## config.mk

```make
export PLATFORM = sky130hd
export DESIGN_NAME = alu_result_stage_flat
export DESIGN_NICKNAME = d
export VERILOG_FILES = /design/src/rtl/alu_result_stage_if.sv /design/src/rtl/alu_result_stage.sv /design/src/flat_wrapper.sv
export SDC_FILE = /design/constraint.sdc
export NUM_CORES = 1
export LEC_CHECK = 0
export ABC_AREA = 0
export CAP_MARGIN = 20
export CORE_MARGIN = 8
export CORE_UTILIZATION = 47
export DETAILED_ROUTE_END_ITERATION = 10
export DONT_BUFFER_PORTS = 1
export PLACE_DENSITY = 0.73
export SETUP_SLACK_MARGIN = 0.1
export SKIP_CTS_REPAIR_TIMING = 1
export SYNTH_ARGS = -nofsm -noshare
export SYNTH_HDL_FRONTEND = slang
export SYNTH_SLANG_ARGS = --single-unit
```

## constraint.sdc

```tcl
create_clock -name clock_i -period 1.6 [get_ports clock_i]
set_input_delay 0.32 -clock clock_i [delete_from_list [all_inputs] [get_ports clock_i]]
set_output_delay 0.32 -clock clock_i [all_outputs]
set_load 0.02 [all_outputs]
```

## src/rtl/alu_result_stage_if.sv

```systemverilog
// Handshake and data bundle between the execute sequencer, the ALU and the datapath bus.
// The slave modport is the sequencer's view; master is the surrounding datapath/consumer.
interface alu_result_stage_if #(
    parameter int DATA_W = 32,
    parameter int OP_W   = 8
);
    logic                start;
    logic [OP_W-1:0]     alu_op;
    logic                start_ready;
    logic [OP_W-1:0]     alu_control;
    logic [2*DATA_W-1:0] alu_result;
    logic                z_valid;
    logic                z_ack;
    logic                op_error;
    logic [DATA_W-1:0]   z_high;
    logic [DATA_W-1:0]   z_low;
    logic                zhigh_out;
    logic                zlow_out;
    logic [DATA_W-1:0]   bus_out;

    modport slave (
        input  start, alu_op, alu_result, z_ack, zhigh_out, zlow_out,
        output start_ready, alu_control, z_valid, op_error, z_high, z_low, bus_out
    );

    modport master (
        output start, alu_op, alu_result, z_ack, zhigh_out, zlow_out,
        input  start_ready, alu_control, z_valid, op_error, z_high, z_low, bus_out
    );
endinterface

```

## src/rtl/alu_result_stage.sv

```systemverilog
// Execute-stage sequencer: latches the opcode for the ALU, waits its settle time and
// captures the 64-bit result into the Z registers, which it gates onto the datapath bus.
//
// state    | meaning
// S_IDLE   | ready for a new op; alu_control keeps the previous opcode
// S_SETTLE | ALU settling; counter runs down, capture on the edge where it reads zero
// S_HOLD   | Z holds a fresh result, waiting for z_ack
module alu_result_stage #(
    parameter int DATA_W      = 32,
    parameter int OP_W        = 8,
    parameter int MULDIV_WAIT = 4
) (
    input  logic                clock_i,
    input  logic                clear_i,
    alu_result_stage_if.slave   bus_if
);
    typedef enum logic [1:0] {S_IDLE, S_SETTLE, S_HOLD} state_t;

    localparam logic [OP_W-1:0] OP_MUL    = OP_W'(8'h06);
    localparam logic [OP_W-1:0] OP_DIV    = OP_W'(8'h07);
    localparam logic [OP_W-1:0] OP_MIN    = OP_W'(8'h02);
    localparam logic [OP_W-1:0] OP_MAX    = OP_W'(8'h0E);
    localparam logic [3:0]      MD_CNT    = 4'(MULDIV_WAIT - 1);

    state_t            state_q, state_d;
    logic [3:0]        cnt_q, cnt_d;
    logic [OP_W-1:0]   ctrl_q, ctrl_d;
    logic [DATA_W-1:0] zh_q, zh_d;
    logic [DATA_W-1:0] zl_q, zl_d;
    logic              err_q, err_d;

    always_ff @(posedge clock_i) begin
        if (!clear_i) begin
            state_q <= S_IDLE;
            cnt_q   <= '0;
            ctrl_q  <= '0;
            zh_q    <= '0;
            zl_q    <= '0;
            err_q   <= 1'b0;
        end else begin
            state_q <= state_d;
            cnt_q   <= cnt_d;
            ctrl_q  <= ctrl_d;
            zh_q    <= zh_d;
            zl_q    <= zl_d;
            err_q   <= err_d;
        end
    end

    always_comb begin
        state_d = state_q;
        cnt_d   = cnt_q;
        ctrl_d  = ctrl_q;
        zh_d    = zh_q;
        zl_d    = zl_q;
        err_d   = err_q;
        unique case (state_q)
            S_IDLE: begin
                if (bus_if.start) begin
                    ctrl_d  = bus_if.alu_op;
                    cnt_d   = (bus_if.alu_op == OP_MUL || bus_if.alu_op == OP_DIV) ? MD_CNT : 4'd0;
                    state_d = S_SETTLE;
                end
            end
            S_SETTLE: begin
                if (cnt_q == 4'd0) begin
                    // Range check uses the latched opcode, the one the ALU actually saw.
                    zh_d    = bus_if.alu_result[2*DATA_W-1:DATA_W];
                    zl_d    = bus_if.alu_result[DATA_W-1:0];
                    err_d   = (ctrl_q < OP_MIN) || (ctrl_q > OP_MAX);
                    state_d = S_HOLD;
                end else begin
                    cnt_d = cnt_q - 4'd1;
                end
            end
            S_HOLD: begin
                if (bus_if.z_ack) begin
                    state_d = S_IDLE;
                end
            end
            default: state_d = S_IDLE;
        endcase
    end

    assign bus_if.start_ready = (state_q == S_IDLE);
    assign bus_if.z_valid     = (state_q == S_HOLD);
    assign bus_if.alu_control = ctrl_q;
    assign bus_if.op_error    = err_q;
    assign bus_if.z_high      = zh_q;
    assign bus_if.z_low       = zl_q;
    assign bus_if.bus_out     = bus_if.zhigh_out ? zh_q :
                                bus_if.zlow_out  ? zl_q : '0;
endmodule

```

## src/flat_wrapper.sv

```systemverilog
// flat-port wrapper written by rule: the top's interface ports become plain ports
module alu_result_stage_flat 
#(
    parameter int DATA_W      = 32,
    parameter int OP_W        = 8,
    parameter int MULDIV_WAIT = 4
)
  (clock_i, clear_i, bus_if_start, bus_if_alu_op, bus_if_alu_result, bus_if_z_ack, bus_if_zhigh_out, bus_if_zlow_out, bus_if_start_ready, bus_if_alu_control, bus_if_z_valid, bus_if_op_error, bus_if_z_high, bus_if_z_low, bus_if_bus_out);
  alu_result_stage_if #(.DATA_W(DATA_W), .OP_W(OP_W)) bus_if_i ();
  input  logic clock_i;
  input  logic clear_i;
  input wire logic [$bits(bus_if_i.start)-1:0] bus_if_start;
  input wire logic [$bits(bus_if_i.alu_op)-1:0] bus_if_alu_op;
  input wire logic [$bits(bus_if_i.alu_result)-1:0] bus_if_alu_result;
  input wire logic [$bits(bus_if_i.z_ack)-1:0] bus_if_z_ack;
  input wire logic [$bits(bus_if_i.zhigh_out)-1:0] bus_if_zhigh_out;
  input wire logic [$bits(bus_if_i.zlow_out)-1:0] bus_if_zlow_out;
  output wire logic [$bits(bus_if_i.start_ready)-1:0] bus_if_start_ready;
  output wire logic [$bits(bus_if_i.alu_control)-1:0] bus_if_alu_control;
  output wire logic [$bits(bus_if_i.z_valid)-1:0] bus_if_z_valid;
  output wire logic [$bits(bus_if_i.op_error)-1:0] bus_if_op_error;
  output wire logic [$bits(bus_if_i.z_high)-1:0] bus_if_z_high;
  output wire logic [$bits(bus_if_i.z_low)-1:0] bus_if_z_low;
  output wire logic [$bits(bus_if_i.bus_out)-1:0] bus_if_bus_out;
  assign bus_if_i.start = bus_if_start;
  assign bus_if_i.alu_op = bus_if_alu_op;
  assign bus_if_i.alu_result = bus_if_alu_result;
  assign bus_if_i.z_ack = bus_if_z_ack;
  assign bus_if_i.zhigh_out = bus_if_zhigh_out;
  assign bus_if_i.zlow_out = bus_if_zlow_out;
  assign bus_if_start_ready = bus_if_i.start_ready;
  assign bus_if_alu_control = bus_if_i.alu_control;
  assign bus_if_z_valid = bus_if_i.z_valid;
  assign bus_if_op_error = bus_if_i.op_error;
  assign bus_if_z_high = bus_if_i.z_high;
  assign bus_if_z_low = bus_if_i.z_low;
  assign bus_if_bus_out = bus_if_i.bus_out;
  alu_result_stage #(.DATA_W(DATA_W), .OP_W(OP_W), .MULDIV_WAIT(MULDIV_WAIT)) u_core (.clock_i(clock_i), .clear_i(clear_i), .bus_if(bus_if_i));
endmodule
```

# Word level (Yosys, flattened, before mapping)
# Index checks and enable logic that the tools add are counted.
# word_totals
reg_bits	79
inputBits	78
output_inout_bits	107
word_cells	36
# op_classes
add_sub_neg	1
n_lt_le_gt_ge	2
n_eq_ne	8
n_mux	10
reduce_logical	9
# ops
cell	n
32-bit two-way mux	2
8-bit by 3-bit equality test with 1-bit output (second input constant)	2
8-bit by 4-bit greater-than comparator with 1-bit output (second input constant)	1
8-bit by 2-bit < comparator with 1-bit output (second input constant)	1
2-bit two-way mux	4
4-bit two-way mux	2
4-bit one-hot mux with 2 select lines	1
2-bit inequality test (second input constant)	3
2-bit one-hot mux with 3 select lines	1
3-bit AND reduction	2
4-bit logical NOT	1
2-bit AND reduction	2
4-bit by 1-bit subtractor with 4-bit output (second input constant)	1
2-bit by 1-bit equality test with 1-bit output (second input constant)	1
2-bit equality test (second input constant)	1
2-bit logical NOT	1
1-bit logical OR	2
2-bit by 1-bit inequality test with 1-bit output (second input constant)	1
2-bit nonzero test	1

# Longest topological paths before layout
# logic_depth
depth_word	5
depth_mapped	7
mapped_depth_nobuf	5

# Worst setup path after synthesis
# OpenSTA, ideal clock, no wires.
# synth_timing
path_kind	reg2reg
from	register u_core.cnt_q[0]
to	register u_core.zh_q[14] (netlist: u_core.bus_if.z_high[14])
setup_time_ns	0.132
t_arrival_ns	1.380
required_time_ns	1.468
setup_slack_ns	0.088
stages_incl_launch_ff	8
path_buffers	2
synth_period_minus_slack_ns	1.512
path_cell_list	dfxtp_1 inv_1 ha_1 or3b_1 buf_6 buf_6 o21ai_1 a21oi_1
# synth_between
elab_chain_cells	2
# synth_rtl
element	line_no	source
from (decl)	alu_result_stage.sv:26	logic [3:0] cnt_q, cnt_d;
from (signal assigned)	alu_result_stage.sv:42	cnt_q <= cnt_d;
4-bit logical NOT	alu_result_stage.sv:66	if (cnt_q == 4'd0) begin
2-bit AND reduction (no source line)	-	
to (signal assigned)	alu_result_stage.sv:44	zh_q <= zh_d;
to (decl)	alu_result_stage.sv:28	logic [DATA_W-1:0] zh_q, zh_d;
# No other way between the ends.
# A chain may end at the register's enable or synchronous reset.

# Worst setup path after layout
# layout_timing
from	register u_core.cnt_q[0]
to	register u_core.zl_q[7] (netlist: u_core.bus_if.z_low[7])
# layout_between
elab_chain_cells	2
# layout_rtl
element	line_no	source
4-bit logical NOT	alu_result_stage.sv:66	
2-bit AND reduction (no source line)	-	
to (signal assigned)	alu_result_stage.sv:45	zl_q <= zl_d;
to (decl)	alu_result_stage.sv:29	logic [DATA_W-1:0] zl_q, zl_d;
# No other way between the ends.

==> summary.md <==
The run gives 0.205 as the global-route usage over all layers. Number of max-cap violations: 0. The number of nets in the synthesized netlist is 561. Counting every sink on the clock net gives 79. The floorplan step defined a die boundary enclosing 0.0107 mm^2. The number of different library cells in the post-synthesis netlist was 34. The measured slew at the worst slew-check pin came out at 0.589 ns. On the critical path, the stage with the largest delay is an instance of sky130_fd_sc_hd__or3b_4. Walking the worst path, the cells encountered are inv_2 -> ha_4 -> or3b_4 -> buf_6 -> o21ai_1 -> a21oi_1. The worst path in the final design needs a cycle of 1.60 ns, including I/O delays and setup. The count of nets left with antenna violations once routing finished came out at 0. TritonCTS built the clock tree.

In this run the worst path has a maximum fanout of 7. Initial antenna violation count: 0. From bottom edge to top edge, the die measures 104 um. The tools report the placed wire-length estimate after detailed placement as 8320 um. Measured in cells, the most critical reg-to-reg path has a length of 6. The count of cells along the worst hold path works out to 1. The post-layout utilization of the core is 0.640. The congestion estimate from routability-driven global placement came to 0.845. The worst-case headroom to the max-slew limit is 0.607, and the initial detailed-routing violation count is 210. The worst setup skew after layout was 0.00822 ns. The type of element capturing the critical path is a register.

The most common cell after layout, fill and taps aside was sky130_fd_sc_hd__nand2_1. The cell count after placement was 615; the via density per instance was 5.87. For this run, the slowest stage of the critical path takes 0.48 ns.

The post-route fraction of the period consumed by the critical path was 0.999. The buffer levels on the longest clock path was 2. The die is 104 um wide.

The design draws 8.49 mW. Clock-pin slew was measured on the worst setup and hold paths at 0.08 ns. The remaining global-route overflow came out at 0.

Row generation in the floorplan step produced 32 rows. The min-delay analysis places its worst path in the category in2reg. The run gives 0 as the post-detailed-route DRC marker count. The tools report the leakage power summed over all cells as 1.71 nW. The flow ran to the end, and the final reports show no timing, DRC or antenna violations.

The fraction of layout cells with a size suffix above 1 came out at 0.377. The mapped netlist covers 0.00361 mm^2. The run gives 185 as the top-level I/O count. The total of fill cells in the finished design was 638; the detailed-router iteration count before antenna repair was 4. CTS built an H-tree with a depth of 3. Starting density of the core: 0.477. The area growth from synthesis to layout was 34.2%; the detailed-route wire length was 12500 um. The Yosys step of the flow raised 0 warnings. The highest attainable clock frequency was 625 MHz; the latest clock arrival within the worst-skew pair was 0.34 ns.

Setup repair after global routing could not meet its margin everywhere. For the fraction of the yosys area taken by sequential cells, the log shows 0.438. Area of the core region: 0.00757 mm^2. The endpoint arrival time on the critical path was 1.80 ns.

The type of the worst setup path is reg2reg. Dividing the detail-routed wire length by the instance count gives 19.5 um. The via count of the first global-routing pass is 3500.

The tools report the synthesized instance count as 482. Clock tree synthesis inserted a total of 9 buffers. Setup violations remaining at the end of the flow were counted as 0.

The library cells used most frequently in the layout, excluding fill and tap cells, are sky130_fd_sc_hd__nand2_1 (81), sky130_fd_sc_hd__buf_4 (71), sky130_fd_sc_hd__a21oi_1 (66). The tools report the number of diodes added for antenna fixing as 0. After synthesis, the mean cell area works out to 7.49 um^2.

The tools report the wire length of the first global-routing pass as 18600 um. The largest net degree at the start of global routing is 65, and the power density over the cells is 1750 mW/mm^2. The number of failing hold endpoints at the final stage came out at 0. In this run the clock root is driven by a sky130_fd_sc_hd__clkbuf_8.

The final cell count without fillers came out at 638. The synthesized design contains 79 register bits. Worst ir drop on vdd: 0.00114 V. For the worst setup path, the data required time is 1.81 ns.

Buffers placed on the I/O ports in this run total 0. The launching element type of the critical path was a register. The via count was 3747.

The final layout contains 611 nets. Max-slew violation count: 0.
==> registers in the layout (all words and copies together), names as in the netlist <==
register                   flops
u_core.bus_if.z_low           32
u_core.bus_if.op_error         1
u_core.state_q                 2
u_core.cnt_q                   4
u_core.bus_if.z_high          32
u_core.bus_if.alu_control      8
==> cell families (layout without fill, tap and decap cells) <==
family / after synthesis / count (layout) / synth area share
fa+ha+maj: 1 / 1 / 0.00347
compound gates: 181 / 181 / 0.259
buf+inv: 52 / 105 / 0.0791
flops: 79 / 79 / 0.438
simple gates: 168 / 169 / 0.218
mux: 1 / 1 / 0.00277
==> critical path: cells and delay by family, from the launching register on <==
kind / cells / cell delay [ns]
flip-flops: 1 / 0.33
AO/OA/AOI/OAI: 2 / 0.25
adder cells (fa/ha/maj): 1 / 0.16
buffers and inverters: 2 / 0.25
AND/OR/NAND/NOR: 1 / 0.48
==> report_power, final <==
group / internal (mW) / switching, mW
Sequential: 2.33 / 0.516
Clock: 0.910 / 0.709
Combinational: 1.65 / 2.38
==> per-stage QoR <==
stage | instance area (um^2) | worst slack, ns | setup TNS (ns) | hold WS, ns
detailed placement | 4150 | -0.0726 | -0.550 | 0.452
floorplan | 3610 | 0.0936 | 0 | 0.438
CTS | 4360 | -0.0851 | -0.622 | 0.0929
global route | 4840 | -0.0340 | -0.219 | 0.0929
global placement | 4150 | 0.00672 | 0 | 0.440
finish | 4840 | 0.000963 | 0 | 0.107
==> cell type report <==
cell class                      instances  area [um^2]  share of cell area
Tap cell                              102          128              0.0264
Inverter                                4         15.0             0.00310
Timing Repair Buffer                   86          810               0.167
Clock inverter                          4         70.1              0.0145
Multi-Input combinational cell        352         2040               0.421
Clock buffer                           11          141              0.0292
Sequential cell                        79         1640               0.339
==> Yosys cell counts, drive strengths merged <==
| library cell | instances | area share |
|---|---|---|
| o21ai | 97 | 0.13 |
| nand2 | 81 | 0.084 |
| dfxtp | 79 | 0.44 |
| a21oi | 76 | 0.11 |
| nand3 | 66 | 0.092 |
| buf | 24 | 0.050 |
| clkbuf | 24 | 0.025 |
| inv | 4 | 0.0042 |
| nor2 | 3 | 0.0031 |
| a211oi | 2 | 0.0042 |
| a311oi | 2 | 0.0049 |
| nand2b | 2 | 0.0035 |
| nand4 | 2 | 0.0035 |
| nor2b | 2 | 0.0035 |
| nor3b | 2 | 0.0069 |
| or3b | 2 | 0.0049 |
| and2b | 1 | 0.0021 |
| and3 | 1 | 0.0017 |
| ha | 1 | 0.0035 |
| mux2i | 1 | 0.0028 |
| nand4b | 1 | 0.0024 |
| nor3 | 1 | 0.0014 |
| nor4 | 1 | 0.0017 |
| nor4b | 1 | 0.0024 |
| o21a | 1 | 0.0021 |
| o21ba | 1 | 0.0028 |
| o21bai | 1 | 0.0021 |
| o311a | 1 | 0.0028 |
| or3 | 1 | 0.0017 |
| or4bb | 1 | 0.0031 |
==> path summary, 6_finish.rpt <==
kind,startpoint,end,slack [ns]
worst max register to register,u_core.cnt_q[0],u_core.bus_if.z_low[7],0.001
worst min register to register,u_core.bus_if.z_high[1],u_core.bus_if.z_high[1],0.52
worst min-delay path,clear_i,u_core.state_q[1],0.11
worst max-delay path,u_core.cnt_q[0],u_core.bus_if.z_low[7],0.001
==> layer usage <==
layer  up-vias  wire length (um)  GRT usage
met5         -                 0          0
met4         0               199     0.0839
met3        19              1110     0.0737
met2       162              6510      0.351
met1      1766              4650      0.225
li1       1800                 -          -
(Power assumes the default switching activity.)
